<file path="config.mk">
export PLATFORM = sky130hd
export DESIGN_NAME = reg8_loader
export DESIGN_NICKNAME = d
export VERILOG_FILES = /design/src/rtl/reg8_pkg.sv /design/src/rtl/reg8_deser.sv /design/src/rtl/reg8_loader.sv
export SDC_FILE = /design/constraint.sdc
export NUM_CORES = 1
export LEC_CHECK = 0
export ABC_AREA = 1
export CAP_MARGIN = 10
export CORE_ASPECT_RATIO = 2
export CORE_UTILIZATION = 37
export CTS_CLUSTER_DIAMETER = 200
export CTS_CLUSTER_SIZE = 40
export DETAILED_ROUTE_END_ITERATION = 8
export GPL_TIMING_DRIVEN = 0
export HOLD_SLACK_MARGIN = 0.06
export PLACE_DENSITY_LB_ADDON = 0.08
export SYNTH_ARGS = -nofsm -noshare
export SYNTH_HDL_FRONTEND = slang
export SYNTH_SLANG_ARGS = --single-unit
</file>
<file path="constraint.sdc">
create_clock -name clk -period 1.7 [get_ports clk]
set_clock_uncertainty 0.2 [all_clocks]
set_input_delay 0.425 -clock clk [delete_from_list [all_inputs] [get_ports clk]]
set_output_delay 0.425 -clock clk [all_outputs]
set_load 0.02 [all_outputs]
</file>
<file path="src/rtl/reg8_pkg.sv">
// rtl/reg8_pkg.sv - shared state encodings and sizing constants for reg8_loader (REG8_LOADER_PARITY_EN adds PAR)
package reg8_pkg;

    localparam int DATA_W_DEF = 8;

    // Count must reach DATA_W, so it needs one value beyond DATA_W-1.
    function automatic int cnt_w(input int w);
        return $clog2(w + 1);
    endfunction

    localparam int CNT_W = cnt_w(DATA_W_DEF);

`ifdef REG8_LOADER_PARITY_EN
    typedef enum logic [1:0] {
        IDLE  = 2'd0,
        SHIFT = 2'd1,
        PAR   = 2'd2,
        WRITE = 2'd3
    } state_t;
`else
    typedef enum logic [1:0] {
        IDLE  = 2'd0,
        SHIFT = 2'd1,
        WRITE = 2'd3
    } state_t;
`endif

endpackage

</file>
<file path="src/rtl/reg8_deser.sv">
// rtl/reg8_deser.sv - serial-to-parallel shift register with accepted-bit counter
module reg8_deser
    import reg8_pkg::*;
#(
    parameter int DATA_W    = DATA_W_DEF,
    parameter int MSB_FIRST = 1,
    parameter int CW        = cnt_w(DATA_W)
) (
    input  logic              clk,
    input  logic              res,
    input  logic              clr,
    input  logic              shift_en,
    input  logic              ser_in,
    output logic [DATA_W-1:0] word,
    output logic [CW-1:0]     count
);

    logic [DATA_W-1:0] word_next;

    generate
        if (MSB_FIRST != 0) begin : g_msb
            assign word_next = {word[DATA_W-2:0], ser_in};
        end else begin : g_lsb
            assign word_next = {ser_in, word[DATA_W-1:1]};
        end
    endgenerate

    always_ff @(posedge clk) begin
        if (res || clr) begin
            word  <= '0;
            count <= '0;
        end else if (shift_en) begin
            word  <= word_next;
            count <= count + CW'(1);
        end
    end

endmodule

</file>
<file path="src/rtl/reg8_loader.sv">
// rtl/reg8_loader.sv - serial frame loader driving a parallel register write port (optional REG8_LOADER_PARITY_EN)
module reg8_loader
    import reg8_pkg::*;
#(
    parameter int DATA_W    = DATA_W_DEF,
    parameter int MSB_FIRST = 1
) (
    input  logic              clk,
    input  logic              res,
    input  logic              start,
    input  logic              ser_in,
    input  logic              ser_valid,
    output logic              busy,
    output logic              reg_en,
    output logic [DATA_W-1:0] reg_data
`ifdef REG8_LOADER_PARITY_EN
    ,
    output logic              parity_err
`endif
);

    localparam int CW = cnt_w(DATA_W);

    state_t            state, state_next;
    logic              clr, shift_en;
    logic [DATA_W-1:0] word;
    logic [CW-1:0]     count;
    logic [DATA_W-1:0] reg_data_q;
`ifdef REG8_LOADER_PARITY_EN
    logic              par_fail;
`endif

    reg8_deser #(
        .DATA_W    (DATA_W),
        .MSB_FIRST (MSB_FIRST),
        .CW        (CW)
    ) u_deser (
        .clk      (clk),
        .res      (res),
        .clr      (clr),
        .shift_en (shift_en),
        .ser_in   (ser_in),
        .word     (word),
        .count    (count)
    );

    always_comb begin
        state_next = state;
        clr        = 1'b0;
        shift_en   = 1'b0;
`ifdef REG8_LOADER_PARITY_EN
        par_fail   = 1'b0;
`endif
        case (state)
            IDLE: begin
                if (start) begin
                    clr        = 1'b1;
                    state_next = SHIFT;
                end
            end
            SHIFT: begin
                if (start) begin
                    clr = 1'b1;
                end else if (ser_valid) begin
                    shift_en = 1'b1;
                    if (count == CW'(DATA_W - 1)) begin
`ifdef REG8_LOADER_PARITY_EN
                        state_next = PAR;
`else
                        state_next = WRITE;
`endif
                    end
                end
            end
`ifdef REG8_LOADER_PARITY_EN
            PAR: begin
                if (start) begin
                    clr        = 1'b1;
                    state_next = SHIFT;
                end else if (ser_valid) begin
                    // Even parity: data ones plus parity bit must total an even count.
                    if (ser_in == ^word) begin
                        state_next = WRITE;
                    end else begin
                        state_next = IDLE;
                        par_fail   = 1'b1;
                    end
                end
            end
`endif
            WRITE:   state_next = IDLE;
            default: state_next = IDLE;
        endcase
    end

    always_ff @(posedge clk) begin
        if (res) begin
            state      <= IDLE;
            reg_en     <= 1'b0;
            reg_data_q <= '0;
        end else begin
            state  <= state_next;
            reg_en <= (state_next == WRITE);
            if (state == WRITE) begin
                reg_data_q <= word;
            end
        end
    end

`ifdef REG8_LOADER_PARITY_EN
    always_ff @(posedge clk) begin
        if (res || clr) begin
            parity_err <= 1'b0;
        end else if (par_fail) begin
            parity_err <= 1'b1;
        end
    end
`endif

    // The assembled word is presented during WRITE and held afterwards.
    assign reg_data = (state == WRITE) ? word : reg_data_q;
    assign busy     = (state != IDLE);

endmodule

</file>
Yosys cells after proc, flatten, opt, wreduce, memory -nomap -nowiden
Index checks and enable logic that the tools add are counted.
Word-level totals
  flip-flop bits (word level): 23
  latch bits: 0
  memory bits (writable): 0
  bits in read-only memories: 0
  input bits: 5
  output and inout bits: 10
  word-level logic and storage cells: 25
  memories kept: 0
Operators by class
  add/sub/neg operators: 1
  multipliers: 0
  divide/modulo/power cells: 0
  order comparisons: 0
  equal/unequal tests: 4
  shifts and indexed selects: 0
  muxes and demuxes: 11
  bitwise operators: 0
  reductions and logical operators: 4
Operators with widths (count)
  two-way mux 2 bit: 4
  two-way mux 8 bit: 1
  two-way mux 1 bit: 5
  adder 4 x 1 -> 4 bit, second input constant: 1
  equality test 2 bit, second input constant: 2
  equality test 4 x 3 -> 1 bit, second input constant: 1
  one-hot mux 2 bit (2 select lines): 1
  equality test 2 x 1 -> 1 bit, second input constant: 1
  logical NOT 2 bit: 1
  nonzero test 2 bit: 1
  OR reduction 2 bit: 1
  logical OR 1 bit: 1

Logic depth before layout (Yosys ltp)
Gate-level depths: netlist (run 1).
  word-level depth: 6
  depth in mapped cells: 7
  gate-level depth less buffers: 6

By module
From an unflattened synthesis (run 1), not the netlist that was laid out.
Unflattened totals
  cells, all modules: 146
  area total of the unflattened synthesis: 983.4 sq um
Modules (own cells, without submodules)
  reg8_loader: instances 1, cells each 88, area an instance 540.5 sq um, sequential area each 220.2 sq um
  reg8_deser: instances 1, cells each 58, area an instance 442.9 sq um, sequential area each 240.2 sq um

Worst setup path before layout (run 1)
Ideal clock, no wire load.
  kind: register -> output
  start point: register state[1]
  end point: output port reg_data[0]
  arrival: 934 ps
  data required time: 1075 ps
  path slack: 141 ps
  stages on the path, launching flop included: 5
  buffers on the path: 1
  path through: dfxtp_1 -> nand2_2 -> buf_2 -> o21ai_1 -> inv_1
Between the ends
  word-level cells in the longest chain between the ends: 2
Ends and longest elaborated chain
  start: declaration: line reg8_loader.sv:24  | state_t state, state_next;
  start signal: assignment: line reg8_loader.sv:102  | state <= state_next;
  equality test 2 bit: line reg8_loader.sv:121  | assign reg_data = (state == WRITE) ? word : reg_data_q;
  two-way mux 8 bit
  end: declaration: line reg8_loader.sv:15  | output logic [DATA_W-1:0] reg_data
No other way between the ends.

Worst setup path in the final report (run 1)
  start point: register state[1]
  end point: output port reg_data[3]
Same word-level chain as after synthesis.

==> reports/qor.csv, run 1 <==
stage,metric,value,unit
drt,1st-pass router iterations,4,
place,dpl cells,170,
flow_run,Max Cap Viol,0,
drt,wire per inst,11.3,um
die,initial core utilization,0.385,
power,Psw,207,uW
drt,Vias,845,
run_status,failing checks,negative setup slack,
power,P per Cell Area,668,nW/um^2
drt,Iter 0 DRT Violations,16,
logic_synthesis,"Cell Area, Synth",977,sq um
clocking,Root Driver,clkbuf_8,
drt,vias per cell,4.69,
critical_path,CP max-delay cell,dfxtp_4,
sta,setup ws final,-113,ps
clocking,htree depth,1,
critical_path,CP Capture Type,primary output,
critical_path,CP Launch Type,flop,
die,I/O Pins,15,
critical_path,Critical Path RT,1070,ps
sta,Tmin final,1810,ps
power,Power Total,932,uW
critical_path,Critical Path AT,1190,ps
logic_synthesis,Ys Warns,0,
power,Worst VDD drop,0.513,mV
die,Die Footprint,2860,sq um
hold_path,Hold Crit Class,reg2reg,
power,Clock Power Share,0.360,
sta,FMAX,552,MHz
place,Placer Congestion,0.687,
power,Pleak,0.000602,uW
sta,Hold Slack,282,ps
cells_and_area,antenna diode instance count,0,
die,row count,26,
sta,Max-slew headroom,0.655,
critical_path,worst reg2reg setup slack,280,ps
clocking,worst-skew pair later-pin latency,260,ps
drt,antenna-violating nets left,0,
drt,WL final,2.04,mm
critical_path,CP max FO,5,
sta,fin crit share,1.07,
power,Comb pwr share,0.058,
global_route,GRT overflow,0,
power,share of power burned in registers,0.582,
cells_and_area,Layout Cells excl Fill,180,
clocking,CTS Hold Bufs,0,
logic_synthesis,unique cell type count in the Yosys netlist,19,
clocking,clock sink count,23,
place,dpl ws,-500,ps
place,Buffers on Ports,14,
clocking,clock tree buffer depth,2,
logic_synthesis,cell count after synthesis,128,
power,Net Sw Frac,0.222,
global_route,total global-route track usage,0.167,
cells_and_area,nets,159,
logic_synthesis,Syn Nets,134,
logic_synthesis,Avg Synthesized Cell Area,7.63,sq um
sta,RSZ-0062 raised after global routing,yes,
global_route,first-pass GRT wire length,3.32,mm
global_route,vias in the first global route,765,
drt,drt drc,0,
sta,Final Hold Viols,0,
die,Die Y,74.7,um
sta,max-slew violation count,0,
clocking,Num CTS Buffers,3,
sta,Final setup viols,8,
sta,Slew @ Worst Pin,517,ps
logic_synthesis,register area share after synthesis,0.471,
die,Die Wd,38.3,um
critical_path,CP Cell Sequence,"nand2_8, buf_16, o21ai_4, inv_2, buf_6",
critical_path,CP peak stage delay,390,ps
power,P_int,725,uW
clocking,Worst-path clk slew,80,ps
sta,setup_tns,-817,ps
critical_path,WS Path Type,reg2out,
place,Final HPWL DP,1.34,mm
global_route,largest net degree at the start of global routing,14,
logic_synthesis,Yosys reg bits,23,
run_status,status,"complete, but fails checks",
cells_and_area,Area Growth Syn to Fin,42.8,%
clocking,CTS tree,done,
cells_and_area,share of post-route cells with drive strength above 1,0.401,
die,core area,2540,sq um
global_route,initial antenna violation count,0,
final timing paths:
kind | cells past startpoint | end | from
worst max-delay path | 5 | reg_data[3] | state[1]
worst min register to register | 1 | state[1] | u_deser.count[3]
worst min-delay path | 1 | state[1] | u_deser.count[3]
worst max register to register | 8 | u_deser.word[1] | state[1]
metrics by stage:
| step | area, sq um | utilization |
|---|---|---|
| after global placement | 1150 | 0.454 |
| final | 1400 | 0.550 |
| after floorplan | 977 | - |
| after detailed placement | 1150 | 0.454 |
| after global routing | 1400 | 0.550 |
| after CTS | 1320 | 0.522 |
placed cells by master, fill, tap and decap left out, types with 2 or more instances in the layout:
cell type	n
o21ai_2	2
a21oi_1	4
nor3_1	2
clkbuf_8	3
dfxtp_4	2
a21oi_2	8
nand3_1	3
clkdlybuf4s50_1	4
nand2_2	8
inv_2	9
o21ai_4	6
nand2_1	26
buf_4	4
dfxtp_1	21
nor2_1	11
buf_6	11
inv_1	14
what timing repair did:
action	in CTS	in global routing
setup buffers	4	1
setup endpoints to repair	10	10
pin swaps	2	1
cloned	1	0
gates resized for setup	72	19
cells by family (layout without fill, tap and decap cells):
kind of cell / after synthesis / in the layout / synth area share
flip-flops: 23 / 23 / 0.471
XOR/XNOR: 1 / 1 / 0.00896
AND/OR/NAND/NOR: 53 / 53 / 0.233
AO/OA/AOI/OAI: 22 / 22 / 0.149
adder cells (fa/ha/maj): 1 / 1 / 0.0128
buffers and inverters: 28 / 52 / 0.125
critical path: cells and delay by family (launching register included):
| family | cells | cell delay, ps |
|---|---|---|
| flops | 1 | 390 |
| buf+inv | 3 | 320 |
| compound gates | 1 | 140 |
| simple gates | 1 | 80 |
Yosys cell counts:
cell | count | share of area
xor2_1 | 1 | 0.0090
a211oi_1 | 1 | 0.0077
inv_1 | 21 | 0.081
nor2_4 | 1 | 0.012
buf_6 | 2 | 0.023
ha_1 | 1 | 0.013
a21oi_2 | 8 | 0.072
dfxtp_1 | 23 | 0.47
nand3_1 | 3 | 0.015
buf_2 | 2 | 0.010
o21bai_1 | 1 | 0.0077
o21ai_1 | 8 | 0.041
nor2_1 | 11 | 0.042
nand2_2 | 6 | 0.038
nor3_1 | 2 | 0.010
nand2_1 | 30 | 0.12
clkbuf_1 | 1 | 0.0038
a21oi_1 | 4 | 0.020
inv_2 | 2 | 0.0077
power groups by stage:
| stage | Clock (uW) | Sequential [uW] | Combinational [uW] |
|---|---|---|---|
| 3_3_place_gp | 0 | 556 | 52.3 |
| 3_5_place_dp | 0 | 556 | 52.9 |
| 2_1_floorplan | 0 | 555 | 31.4 |
| 4_1_cts | 353 | 542 | 55.3 |
| 5_1_grt | 369 | 543 | 60.2 |
| 6_report | 335 | 542 | 54.5 |
registers in the layout, indices dropped and copies added (netlist names):
name and flops:
reg_data_q 8, u_deser.word 8, u_deser.count 4, reg_en 1
state 2
metal layers:
metal | part of all wire | track usage | vias up | wire (um)
met5 | 0 | 0 | - | 0
met1 | 0.38 | 0.167 | 391 | 769
met4 | 0.021 | 0.103 | 0 | 42
met3 | 0.018 | 0.0177 | 4 | 36
li1 | - | - | 438 | -
met2 | 0.58 | 0.309 | 12 | 1190
layout make-up:
type | instances | area (sq um)
Clock buffer | 3 | 41.3
Sequential cell | 23 | 468
Tap cell | 28 | 35.0
Buffer | 5 | 48.8
Clock inverter | 1 | 5.00
Inverter | 23 | 86.3
Multi-Input combinational cell | 77 | 498
Timing Repair Buffer | 20 | 213
Fill cell | 270 | 1140
Note: power is estimated with default switching activity, not from simulation.
==> run 2, diff against run 1 <==
CORE_ASPECT_RATIO = unset   (was 2)
CORE_UTILIZATION = 41   (was 37)
==> reports/qor.csv, run 2 (synthesis results as in run 1) <==
stage,metric,value,unit,change
die,row count,17,,-35%
cells_and_area,share of post-route cells with drive strength above 1,0.381,,-0.0207
drt,Vias,846,,+0.12%
drt,WL final,2.15,mm,+5.7%
cells_and_area,"most common cell after layout, fill and taps aside",nand2_1,,
clocking,clock tree buffer depth,2,,unchanged
power,P per Cell Area,644,nW/um^2,-3.6%
place,Buffers on Ports,14,,unchanged
critical_path,r2r startpoint,state[1],,
cells_and_area,Area Growth Syn to Fin,38.0,%,
cells_and_area,Regs by FF count,"reg_data_q: 8 flops, u_deser.word: 8 flops, u_deser.count: 4 flops",,
critical_path,Setup crit end,reg_data[2],,
drt,Top Metal Used,met4,,
drt,vias per cell,4.62,,-1.5%
critical_path,crit path launch,state[1],,
die,Die Wd,50.8,um,+33%
cells_and_area,nets,162,,+1.9%
clocking,Root Driver,clkbuf_4,,
sta,RSZ-0062 raised after global routing,yes,,
critical_path,Critical Path RT,1070,ps,about the same
power,Worst VDD drop,0.441,mV,-14%
drt,M1 WL,1.02,mm,+32%
drt,drt drc,0,,unchanged
global_route,largest net degree at the start of global routing,13,,-1
sta,fin crit share,1.11,,+0.0476
die,core area,2230,sq um,-12%
place,Final HPWL DP,1.31,mm,-2.4%
critical_path,FF-to-FF End,u_deser.count[3],,
critical_path,Critical Path AT,1270,ps,+80 ps
cells_and_area,"commonest non-fill, non-tap cells in the layout","25 x nand2_1, 21 x dfxtp_1, 19 x inv_1, 11 x nor2_1, 11 x buf_4",,
clocking,worst-skew pair later-pin latency,320,ps,+60 ps
sta,Max-slew headroom,0.641,,-0.0145
clocking,htree depth,1,,unchanged
place,Placer Congestion,0.739,,+7.6%
die,Die Y,50.8,um,-32%
cells_and_area,antenna diode instance count,0,,unchanged
drt,met2 routed wirelength,1.06,mm,-11%
sta,Final Hold Viols,0,,unchanged
drt,Iter 0 DRT Violations,10,,-6
flow_run,Max Cap Viol,0,,unchanged
global_route,vias in the first global route,825,,+7.8%
sta,Hold Slack,276,ps,-6.13 ps
die,I/O Pins,15,,unchanged
clocking,clock sink count,23,,unchanged
clocking,CTS tree,done,,
die,initial core utilization,0.438,,+0.0524
clocking,Num CTS Buffers,3,,unchanged
run_status,status,"complete, but fails checks",,
critical_path,Reg2Reg Depth,5,,-3
global_route,first-pass GRT wire length,3.56,mm,+7.3%
global_route,total global-route track usage,0.189,,+0.0220
critical_path,CP max FO,5,,unchanged
critical_path,WS Path Type,reg2out,,
sta,Tmin final,1890,ps,+80.8 ps
sta,Final setup viols,9,,+1
drt,met3 routed WL,46,um,+28%
critical_path,CP Launch Type,flop,,
clocking,CTS Hold Bufs,0,,unchanged
hold_path,Hold Crit Class,reg2reg,,
sta,max-slew violation count,0,,unchanged
sta,setup_tns,-1410,ps,-593 ps
power,Pleak,0.000603,uW,+0.20%
global_route,GRT overflow,0,,unchanged
critical_path,worst reg2reg setup slack,120,ps,-160 ps
sta,Slew @ Worst Pin,539,ps,+21.8 ps
drt,1st-pass router iterations,4,,unchanged
drt,antenna-violating nets left,0,,unchanged
drt,wire per inst,11.8,um,+4.0%
sta,setup ws final,-194,ps,-80.8 ps
critical_path,CP Capture Type,primary output,,
global_route,initial antenna violation count,0,,unchanged
die,Die Footprint,2580,sq um,-9.8%
clocking,Worst-path clk slew,120,ps,+40 ps
run_status,failing checks,negative setup slack,,
sta,FMAX,528,MHz,-4.3%
-- run 2: cell count changes in the layout (fill, tap and decap cells not counted), sizes merged --
cell / before / now
clkinv: 1 / 0
buf: 18 / 22
-- run 2: metal layers --
layer / track usage / up-vias
met2: 0.322 / 15
met4: 0.0972 / 0
li1: - / 444
met3: 0.0268 / 5
met1: 0.230 / 382
met5: 0 / -
-- run 2: power by group --
part	switching [uW]	internal [uW]
Combinational	34.3	26.1
Sequential	3.52	539
Clock	173	91.9
-- run 2: final cells by class --
cell class                      count  area [sq um]
Fill cell                         208           885
Multi-Input combinational cell     77           480
Sequential cell                    23           468
Timing Repair Buffer               23           208
Inverter                           23          88.8
Buffer                              5          42.5
Tap cell                           28          35.0
Clock buffer                        4          26.3
-- run 2: through the flow --
| step | utilization | area [sq um] | total power (uW) | worst slack, ps | cells |
|---|---|---|---|---|---|
| floorplan | - | 977 | 587 | 141 | 128 |
| global placement | 0.516 | 1150 | 607 | -470 | 170 |
| detailed placement | 0.516 | 1150 | 608 | -498 | 170 |
| CTS | 0.564 | 1260 | 878 | -205 | 181 |
| global route | 0.604 | 1350 | 904 | -260 | 183 |
| finish | 0.604 | 1350 | 869 | -194 | 183 |
-- run 2: critical path, cell delays in order, from the launching register on --
cell     delay (ps)
dfxtp_4         400
nand2_8          70
buf_6           130
o21ai_2         140
inv_1            70
buf_6           130
-- run 2: worst min-delay path by stage --
stage / cells past startpoint / end / startpoint / slack, ps
after floorplan: 1 / reg_en / u_deser.count[3] / 250
after global placement: 1 / state[1] / u_deser.count[3] / 260
after detailed placement: 2 / u_deser.word[7] / u_deser.word[7] / 270
after CTS: 1 / state[1] / u_deser.count[3] / 280
after global routing: 1 / state[1] / u_deser.count[3] / 310
final: 1 / state[1] / u_deser.count[3] / 280
-- run 2: timing repair --
item                                    4_1_cts  5_1_grt
pin swaps                                     2        2
buffers inserted                              6        2
gates cloned                                  1        0
endpoints found under the setup margin       10        9
resized for setup                            60       21
==> run 3, diff against run 2 <==
CTS_CLUSTER_DIAMETER = unset   (was 200)
==> results of run 3 <==
No change in the layout: final DEF, timing and power equal those of run 2.
